===== src/rtl/hilo_ctrl_if.sv =====
// hilo_ctrl_if
// Bundles the EX-stage request, read-port and result signals of the Hi/Lo
// sequencer. The master side is the pipeline (EX stage / test driver), the
// slave side is hilo_ctrl itself.

interface hilo_ctrl_if;

    // Operation request channel
    logic        op_valid;
    logic [2:0]  op_code;
    logic [31:0] src_a;
    logic [31:0] src_b;
    logic        op_ready;
    logic        busy;

    // MFHI / MFLO read port and hazard signalling
    logic        rd_req;
    logic        rd_sel;
    logic [31:0] rd_data;
    logic        stall;

    // Status and register observation
    logic        div_zero;
    logic [31:0] hi_out;
    logic [31:0] lo_out;

    modport master (
        output op_valid,
        output op_code,
        output src_a,
        output src_b,
        output rd_req,
        output rd_sel,
        input  op_ready,
        input  busy,
        input  rd_data,
        input  stall,
        input  div_zero,
        input  hi_out,
        input  lo_out
    );

    modport slave (
        input  op_valid,
        input  op_code,
        input  src_a,
        input  src_b,
        input  rd_req,
        input  rd_sel,
        output op_ready,
        output busy,
        output rd_data,
        output stall,
        output div_zero,
        output hi_out,
        output lo_out
    );

endinterface


===== src/rtl/hilo_ctrl.sv =====
// hilo_ctrl
// Hi/Lo special-register sequencer for the MIPS-Lite pipeline. Executes
// MULTU/DIVU with a 32-iteration shift-add multiplier / restoring divider,
// handles MTHI/MTLO writes and serves MFHI/MFLO reads, raising stall while
// a read collides with an operation in flight.
//
// Optional feature macro: HILO_SIGNED_EN
//   defined   -> MULT/DIV (codes 100/101) supported via magnitude conversion
//                at accept and a FIX state that restores the signs.
//   undefined -> unsigned only; codes 100/101 are accepted and dropped.
//
// Reset is asynchronous and active-low on the port named 'reset'.

module hilo_ctrl (
    input  logic        clk,
    input  logic        reset,
    hilo_ctrl_if.slave  bus
);

    // ------------------------------------------------------------------
    // State encoding
    // ------------------------------------------------------------------
    localparam logic [2:0] ST_IDLE = 3'd0;
    localparam logic [2:0] ST_MUL  = 3'd1;
    localparam logic [2:0] ST_DIV  = 3'd2;
`ifdef HILO_SIGNED_EN
    localparam logic [2:0] ST_FIX  = 3'd3;
`endif
    localparam logic [2:0] ST_DONE = 3'd4;

    // ------------------------------------------------------------------
    // Operation codes
    // ------------------------------------------------------------------
    localparam logic [2:0] OP_MULTU = 3'b000;
    localparam logic [2:0] OP_DIVU  = 3'b001;
    localparam logic [2:0] OP_MTHI  = 3'b010;
    localparam logic [2:0] OP_MTLO  = 3'b011;
`ifdef HILO_SIGNED_EN
    localparam logic [2:0] OP_MULT  = 3'b100;
    localparam logic [2:0] OP_DIV   = 3'b101;
`endif

    localparam logic [5:0] LAST_ITER = 6'd31;

    // ------------------------------------------------------------------
    // Registers
    // ------------------------------------------------------------------
    logic [2:0]  state;
    logic [5:0]  count;
    // acc holds {upper, multiplier} during MUL and {remainder, quotient}
    // during DIV; DONE always commits acc[63:32] to Hi and acc[31:0] to Lo.
    logic [63:0] acc;
    // Multiplicand for MUL, divisor for DIV (magnitudes for signed ops).
    logic [31:0] opnd;
    logic        dz_flag;
    logic [31:0] hi_reg;
    logic [31:0] lo_reg;

`ifdef HILO_SIGNED_EN
    logic        sign_a;
    logic        sign_b;
    logic        signed_op;
    logic        is_div;
`endif

    // ------------------------------------------------------------------
    // Request decode
    // ------------------------------------------------------------------
    logic        accept;
    logic        req_mul;
    logic        req_div;
    logic        req_mthi;
    logic        req_mtlo;
    logic        req_signed;
    logic        req_dz;
    logic [31:0] mag_a;
    logic [31:0] mag_b;

    assign accept = bus.op_valid && (state == ST_IDLE);

    // Classify the incoming opcode; anything unrecognised decodes to nothing
    // and is therefore silently dropped once accepted.
    always_comb begin
        req_mul    = 1'b0;
        req_div    = 1'b0;
        req_mthi   = 1'b0;
        req_mtlo   = 1'b0;
        req_signed = 1'b0;
        case (bus.op_code)
            OP_MULTU: req_mul  = 1'b1;
            OP_DIVU:  req_div  = 1'b1;
            OP_MTHI:  req_mthi = 1'b1;
            OP_MTLO:  req_mtlo = 1'b1;
`ifdef HILO_SIGNED_EN
            OP_MULT: begin
                req_mul    = 1'b1;
                req_signed = 1'b1;
            end
            OP_DIV: begin
                req_div    = 1'b1;
                req_signed = 1'b1;
            end
`endif
            default: begin
                req_mul  = 1'b0;
                req_div  = 1'b0;
            end
        endcase
    end

    assign req_dz = req_div && (bus.src_b == 32'd0);

    // Signed operands enter the datapath as magnitudes; the signs are
    // reapplied in FIX once the unsigned iteration has finished.
    always_comb begin
        mag_a = bus.src_a;
        mag_b = bus.src_b;
        if (req_signed && bus.src_a[31]) begin
            mag_a = ~bus.src_a + 32'd1;
        end
        if (req_signed && bus.src_b[31]) begin
            mag_b = ~bus.src_b + 32'd1;
        end
    end

    // ------------------------------------------------------------------
    // Iteration datapath
    // ------------------------------------------------------------------
    logic [32:0] mul_sum;
    logic [63:0] mul_next;
    logic [32:0] rem_sh;
    logic [31:0] quo_sh;
    logic [32:0] diff;
    logic [63:0] div_next;

    // One shift-add multiply step: conditionally add the multiplicand into
    // the upper half (keeping the carry), then shift the 65-bit value right.
    always_comb begin
        mul_sum  = {1'b0, acc[63:32]} + (acc[0] ? {1'b0, opnd} : 33'd0);
        mul_next = {mul_sum, acc[31:1]};
    end

    // One restoring-divide step. The remainder is always below the divisor,
    // so the shifted remainder minus divisor fits in 33 bits with bit 32
    // acting as the borrow/sign flag.
    always_comb begin
        rem_sh = {acc[63:32], acc[31]};
        quo_sh = {acc[30:0], 1'b0};
        diff   = rem_sh - {1'b0, opnd};
        if (diff[32]) begin
            div_next = {rem_sh[31:0], quo_sh};
        end else begin
            div_next = {diff[31:0], quo_sh | 32'd1};
        end
    end

`ifdef HILO_SIGNED_EN
    logic [63:0] fix_next;
    logic [31:0] rem_neg;
    logic [31:0] quo_neg;

    // Sign restoration: products take sign_a ^ sign_b, quotients the same,
    // remainders follow the dividend sign.
    always_comb begin
        rem_neg  = ~acc[63:32] + 32'd1;
        quo_neg  = ~acc[31:0] + 32'd1;
        fix_next = acc;
        if (is_div) begin
            fix_next[63:32] = sign_a ? rem_neg : acc[63:32];
            fix_next[31:0]  = (sign_a ^ sign_b) ? quo_neg : acc[31:0];
        end else if (sign_a ^ sign_b) begin
            fix_next = ~acc + 64'd1;
        end
    end
`endif

    // ------------------------------------------------------------------
    // Sequencer
    // ------------------------------------------------------------------

    // Main control FSM: loads operands on accept, iterates 32 times, then
    // hands the result to DONE for the commit.
    always_ff @(posedge clk or negedge reset) begin
        if (!reset) begin
            state     <= ST_IDLE;
            count     <= 6'd0;
            acc       <= 64'd0;
            opnd      <= 32'd0;
            dz_flag   <= 1'b0;
`ifdef HILO_SIGNED_EN
            sign_a    <= 1'b0;
            sign_b    <= 1'b0;
            signed_op <= 1'b0;
            is_div    <= 1'b0;
`endif
        end else begin
            case (state)
                ST_IDLE: begin
                    if (accept) begin
`ifdef HILO_SIGNED_EN
                        sign_a    <= req_signed && bus.src_a[31];
                        sign_b    <= req_signed && bus.src_b[31];
                        signed_op <= req_signed && !req_dz;
                        is_div    <= req_div;
`endif
                        count <= 6'd0;
                        if (req_mul) begin
                            acc   <= {32'd0, mag_b};
                            opnd  <= mag_a;
                            state <= ST_MUL;
                        end else if (req_dz) begin
                            acc     <= {bus.src_a, 32'hFFFF_FFFF};
                            dz_flag <= 1'b1;
                            state   <= ST_DONE;
                        end else if (req_div) begin
                            acc   <= {32'd0, mag_a};
                            opnd  <= mag_b;
                            state <= ST_DIV;
                        end
                    end
                end
                ST_MUL: begin
                    acc   <= mul_next;
                    count <= count + 6'd1;
                    if (count == LAST_ITER) begin
`ifdef HILO_SIGNED_EN
                        state <= signed_op ? ST_FIX : ST_DONE;
`else
                        state <= ST_DONE;
`endif
                    end
                end
                ST_DIV: begin
                    acc   <= div_next;
                    count <= count + 6'd1;
                    if (count == LAST_ITER) begin
`ifdef HILO_SIGNED_EN
                        state <= signed_op ? ST_FIX : ST_DONE;
`else
                        state <= ST_DONE;
`endif
                    end
                end
`ifdef HILO_SIGNED_EN
                ST_FIX: begin
                    acc   <= fix_next;
                    state <= ST_DONE;
                end
`endif
                ST_DONE: begin
                    dz_flag <= 1'b0;
                    state   <= ST_IDLE;
                end
                default: begin
                    state <= ST_IDLE;
                end
            endcase
        end
    end

    // Architectural Hi/Lo: MT writes land at the accepting edge, iterative
    // results land at the DONE edge. The two can never coincide because MT
    // is only accepted in IDLE.
    always_ff @(posedge clk or negedge reset) begin
        if (!reset) begin
            hi_reg <= 32'd0;
            lo_reg <= 32'd0;
        end else if (state == ST_DONE) begin
            hi_reg <= acc[63:32];
            lo_reg <= acc[31:0];
        end else begin
            if (accept && req_mthi) begin
                hi_reg <= bus.src_a;
            end
            if (accept && req_mtlo) begin
                lo_reg <= bus.src_a;
            end
        end
    end

    // ------------------------------------------------------------------
    // Outputs
    // ------------------------------------------------------------------
    assign bus.op_ready = (state == ST_IDLE);
    assign bus.busy     = (state != ST_IDLE);
    assign bus.rd_data  = bus.rd_sel ? hi_reg : lo_reg;
    assign bus.stall    = bus.rd_req && (state != ST_IDLE);
    assign bus.div_zero = (state == ST_DONE) && dz_flag;
    assign bus.hi_out   = hi_reg;
    assign bus.lo_out   = lo_reg;

endmodule


===== src/flat_wrapper.sv =====
// flat-port wrapper written by rule: the top's interface ports become plain ports
module hilo_ctrl_flat 
  (clk, reset, bus_op_valid, bus_op_code, bus_src_a, bus_src_b, bus_rd_req, bus_rd_sel, bus_op_ready, bus_busy, bus_rd_data, bus_stall, bus_div_zero, bus_hi_out, bus_lo_out);
  hilo_ctrl_if bus_i ();
  input  logic clk;
  input  logic reset;
  input wire logic [$bits(bus_i.op_valid)-1:0] bus_op_valid;
  input wire logic [$bits(bus_i.op_code)-1:0] bus_op_code;
  input wire logic [$bits(bus_i.src_a)-1:0] bus_src_a;
  input wire logic [$bits(bus_i.src_b)-1:0] bus_src_b;
  input wire logic [$bits(bus_i.rd_req)-1:0] bus_rd_req;
  input wire logic [$bits(bus_i.rd_sel)-1:0] bus_rd_sel;
  output wire logic [$bits(bus_i.op_ready)-1:0] bus_op_ready;
  output wire logic [$bits(bus_i.busy)-1:0] bus_busy;
  output wire logic [$bits(bus_i.rd_data)-1:0] bus_rd_data;
  output wire logic [$bits(bus_i.stall)-1:0] bus_stall;
  output wire logic [$bits(bus_i.div_zero)-1:0] bus_div_zero;
  output wire logic [$bits(bus_i.hi_out)-1:0] bus_hi_out;
  output wire logic [$bits(bus_i.lo_out)-1:0] bus_lo_out;
  assign bus_i.op_valid = bus_op_valid;
  assign bus_i.op_code = bus_op_code;
  assign bus_i.src_a = bus_src_a;
  assign bus_i.src_b = bus_src_b;
  assign bus_i.rd_req = bus_rd_req;
  assign bus_i.rd_sel = bus_rd_sel;
  assign bus_op_ready = bus_i.op_ready;
  assign bus_busy = bus_i.busy;
  assign bus_rd_data = bus_i.rd_data;
  assign bus_stall = bus_i.stall;
  assign bus_div_zero = bus_i.div_zero;
  assign bus_hi_out = bus_i.hi_out;
  assign bus_lo_out = bus_i.lo_out;
  hilo_ctrl u_core (.clk(clk), .reset(reset), .bus(bus_i));
endmodule

===== config.mk =====
export PLATFORM = sky130hd
export DESIGN_NAME = hilo_ctrl_flat
export DESIGN_NICKNAME = d
export VERILOG_FILES = /design/src/rtl/hilo_ctrl_if.sv /design/src/rtl/hilo_ctrl.sv /design/src/flat_wrapper.sv
export SDC_FILE = /design/constraint.sdc
export NUM_CORES = 1
export LEC_CHECK = 0
export CAP_MARGIN = 0
export CORE_MARGIN = 5
export CORE_UTILIZATION = 25
export DETAILED_ROUTE_END_ITERATION = 6
export HOLD_SLACK_MARGIN = 0.02
export RECOVER_POWER = 25
export SYNTH_ARGS = -nofsm -noshare
export SYNTH_HDL_FRONTEND = slang
export SYNTH_SLANG_ARGS = --single-unit

===== constraint.sdc =====
create_clock -name clk -period 3.15 [get_ports clk]
set_input_delay 0.945 -clock clk [delete_from_list [all_inputs] [get_ports clk]]
set_output_delay 0.945 -clock clk [all_outputs]
set_load 0.03 [all_outputs]

==> metrics.txt <==
# TYPE chip_impl_metric gauge
chip_impl_info{name="status",value="finished, violations left"} 1
chip_impl_info{name="violations_in_the_final_reports",value="max-capacitance violations, max-slew violations"} 1
chip_impl_metric{name="placement.io_buffers",unit=""} 171
chip_impl_metric{name="max-cap-violations",unit=""} 1
chip_impl_info{name="clock_tree_from_tritoncts",value="built"} 1
chip_impl_metric{name="maximum_number_of_pins_on_one_net_before_global_route_repair",unit=""} 68
chip_impl_metric{name="cts_inserted_buffers",unit=""} 17
chip_impl_metric{name="final_hold_viol_count",unit=""} 0
chip_impl_metric{name="overall_die_height",unit="um"} 237
chip_impl_metric{name="final.setup.tns",unit="ns"} 0
chip_impl_metric{name="postSynth.asyncResetShare",unit=""} 1.00
chip_impl_metric{name="placeableCoreArea",unit="um^2"} 51200
chip_impl_metric{name="irDropWorstVdd",unit="mV"} 0.670
chip_impl_metric{name="synth.yosys.seq_area_share",unit=""} 0.330
chip_impl_info{name="synth_most_common_cell",value="dfrtp_1"} 1
chip_impl_metric{name="cts.clk_slew.worst_paths",unit="ns"} 0.07
chip_impl_metric{name="vias_per_cell",unit=""} 5.32
chip_impl_metric{name="netlist_area",unit="um^2"} 12900
chip_impl_metric{name="cts_max_path_buffers",unit=""} 2
chip_impl_metric{name="ant_nets",unit=""} 0
chip_impl_metric{name="globalRouteOverflowTotal",unit=""} 0
chip_impl_metric{name="worst_slew_pin_slew",unit="ns"} 1.68
chip_impl_metric{name="synth_top_area_share",unit=""} 0.330
chip_impl_metric{name="fp.dieW",unit="um"} 237
chip_impl_metric{name="internal_power",unit="mW"} 12.7
chip_impl_metric{name="area_growth",unit="%"} 40.8
chip_impl_metric{name="drt-initial-drc-count",unit=""} 997
chip_impl_metric{name="final-setup-viol-count",unit=""} 0
chip_impl_info{name="cp-start-kind",value="flop"} 1
chip_impl_metric{name="report.final.slew_viol_count",unit=""} 26
chip_impl_info{name="worst-setup-path-type",value="reg -> reg"} 1
chip_impl_metric{name="synth_cell_type_count",unit=""} 80
chip_impl_metric{name="post_synth_edffs",unit=""} 0
chip_impl_metric{name="first_pass_grt_wire_length",unit="mm"} 80.3
chip_impl_metric{name="layout_worst_path_cycle_share",unit=""} 0.994
chip_impl_metric{name="dpl.hpwl",unit="mm"} 39.0
chip_impl_metric{name="finalWorstSetupSlack",unit="ns"} 0.0203
chip_impl_metric{name="cp_max_fo",unit=""} 10
chip_impl_info{name="synth-main-ff-cell",value="dfrtp_1"} 1
chip_impl_metric{name="design.final.nets",unit=""} 1988
chip_impl_metric{name="layout-drive-gt1-share",unit=""} 0.223
chip_impl_metric{name="synth.ff_latch_count",unit=""} 170
chip_impl_metric{name="gpl_wtd_cong",unit=""} 0.916
chip_impl_metric{name="clock-sinks",unit=""} 170
chip_impl_metric{name="data_arrival_at_the_endpoint_of_the_critical_path",unit="ns"} 3.52
chip_impl_metric{name="syn-instance-count",unit=""} 1501
chip_impl_metric{name="power_leakage",unit="nW"} 7.78
chip_impl_metric{name="cts_hold_buffers",unit=""} 0
chip_impl_metric{name="track_usage",unit=""} 0.179
chip_impl_metric{name="finish.utilization",unit=""} 0.354
chip_impl_metric{name="antenna_violations_before_repair",unit=""} 0
chip_impl_metric{name="floorplan.initialDensity",unit=""} 0.252
chip_impl_metric{name="wl_per_cell",unit="um"} 20.5
chip_impl_metric{name="worstPathRequired",unit="ns"} 3.54
chip_impl_metric{name="power.net_switching",unit="mW"} 12.5
chip_impl_metric{name="floorplan.die_area",unit="um^2"} 56200
chip_impl_metric{name="worst_clk_skew",unit="ns"} 0.0107
chip_impl_metric{name="detailroute.via_count",unit=""} 13528
chip_impl_metric{name="clkLatencyLatePin",unit="ns"} 0.45
chip_impl_metric{name="fmaxAchievable",unit="MHz"} 320
chip_impl_metric{name="power-per-cell-area",unit="nW/um^2"} 1390
chip_impl_metric{name="route.detailed.drc",unit=""} 0
chip_impl_metric{name="seq_power_share",unit=""} 0.177
chip_impl_info{name="hold_class",value="reg -> reg"} 1
chip_impl_metric{name="ctsHtreeMaxLevel",unit=""} 4
chip_impl_metric{name="slew_headroom",unit=""} -0.117
chip_impl_info{name="synth_top_cells_by_count",value="170 x dfrtp_1, 161 x nor2_1, 135 x a21oi_1"} 1
chip_impl_metric{name="clock_power_share",unit=""} 0.085
chip_impl_info{name="synth_largest_area_cell",value="dfrtp_1"} 1
chip_impl_metric{name="via_count_of_the_first_global_routing_pass",unit=""} 13560
chip_impl_info{name="cp-end-kind",value="flop"} 1
chip_impl_metric{name="dr.pass1.iters",unit=""} 5
chip_impl_metric{name="finalWirelength",unit="mm"} 52.1
chip_impl_metric{name="io_pins",unit=""} 172
chip_impl_info{name="clock_tree.root_cell",value="clkbuf_16"} 1
chip_impl_metric{name="syn-num-nets",unit=""} 1640
chip_impl_metric{name="yosys_warnings",unit=""} 0
chip_impl_metric{name="period_needed",unit="ns"} 3.13
chip_impl_metric{name="placement.setup.worst_slack",unit="ns"} -0.675
chip_impl_info{name="setup_repair_after_global_routing_missed_its_margin",value="true"} 1
chip_impl_metric{name="share_comb_of_total_power",unit=""} 0.738
chip_impl_metric{name="insertedDiodeCount",unit=""} 0
chip_impl_metric{name="fp-row-count",unit=""} 83
chip_impl_info{name="synth_area_leaders",value="dfrtp_1 33%, mux2i_1 7.8%, ha_1 6.3%"} 1
chip_impl_metric{name="power.switching_fraction",unit=""} 0.496
chip_impl_metric{name="syn_avg_cell_area",unit="um^2"} 8.58
per-stage QoR:
stage | hold WS (ns) | instances | instance area (um^2) | power (mW)
detailed placement | 0.499 | 2490 | 17000 | 21.4
global placement | 0.479 | 2490 | 17000 | 21.3
global route | 0.546 | 2542 | 18100 | 26.9
floorplan | 0.463 | 1501 | 12900 | 14.7
CTS | 0.366 | 2529 | 17700 | 23.9
finish | 0.512 | 2542 | 18100 | 25.2
worst paths after layout:
path                       slack, ns         endpoint  depth (start not counted)      startpoint
max                             0.02   u_core.acc[60]                         14   u_core.acc[0]
min                             0.51   u_core.opnd[4]                          2  u_core.opnd[4]
max reg2reg                     0.02   u_core.acc[60]                         14   u_core.acc[0]
min reg2reg                     0.51   u_core.opnd[4]                          2  u_core.opnd[4]
max in group asynchronous       0.46   u_core.acc[20]                          2           reset
min in group asynchronous       0.91  u_core.count[2]                          1           reset
metal layers:
metal,GRT usage,part of all wire,vias to the layer above
met5,0,0,-
met4,0.0589,0.031,0
met3,0.0256,0.051,83
met2,0.296,0.47,467
met1,0.241,0.45,6702
li1,-,-,6276
kinds of logic after synthesis:
kind of cell	share of synthesized area
AND/OR/NAND/NOR	0.161
flip-flops	0.330
multiplexers	0.106
buffers and inverters	0.0477
AO/OA/AOI/OAI	0.257
adder cells (fa/ha/maj)	0.0662
XOR/XNOR	0.0326
power by group through the flow:
stage	combinational, mW	clock [mW]	sequential, mW
after global routing	20.0	2.25	4.60
final	18.6	2.14	4.46
after floorplan	9.72	0	4.97
after global placement	16.8	0	4.43
after detailed placement	17.0	0	4.46
after CTS	17.3	2.17	4.43
what timing repair did:
| action | in CTS | in global routing |
|---|---|---|
| pin swaps | 8 | 46 |
| gates cloned | 0 | 1 |
| setup buffers | 7 | 13 |
| setup endpoints to repair | 63 | 32 |
| gates resized for setup | 56 | 76 |
sequential cells by signal, indices dropped and copies added, names as in the netlist:
name / count
u_core.bus.hi_out: 32
u_core.state: 3
u_core.count: 6
u_core.acc: 64
u_core.bus.lo_out: 32
u_core.dz_flag: 1
u_core.opnd: 32
worst max-delay path, stage by stage (launching register included):
cell	delay (ns)
dfrtp_1	0.40
buf_4	0.19
and2_1	0.17
ha_1	0.31
buf_4	0.14
and3_1	0.18
o211ai_1	0.13
o21a_2	0.28
o22ai_4	0.18
nor4_4	0.07
nor4_1	0.30
buf_4	0.18
nor2_1	0.04
or4_1	0.39
nand3_1	0.10
cells in the final DEF (no fill, tap or decap), types with 45 or more instances in the layout:
cell,netlist,routed
a31oi_1,48,45
buf_4,1,237
a21oi_1,135,125
dfrtp_1,170,169
ha_1,65,62
o21ai_0,88,77
clkdlybuf4s50_1,0,135
nand2_1,87,83
mux2i_1,100,100
nor2_1,161,158
inv_1,56,55
layout make-up:
class,count,area [um^2]
Clock buffer,19,443
Clock inverter,13,128
Fill cell,5232,33100
Inverter,57,214
Multi-Input combinational cell,1177,8480
Sequential cell,170,4260
Tap cell,680,851
Timing Repair Buffer,426,3770
(Power assumes the default switching activity.)
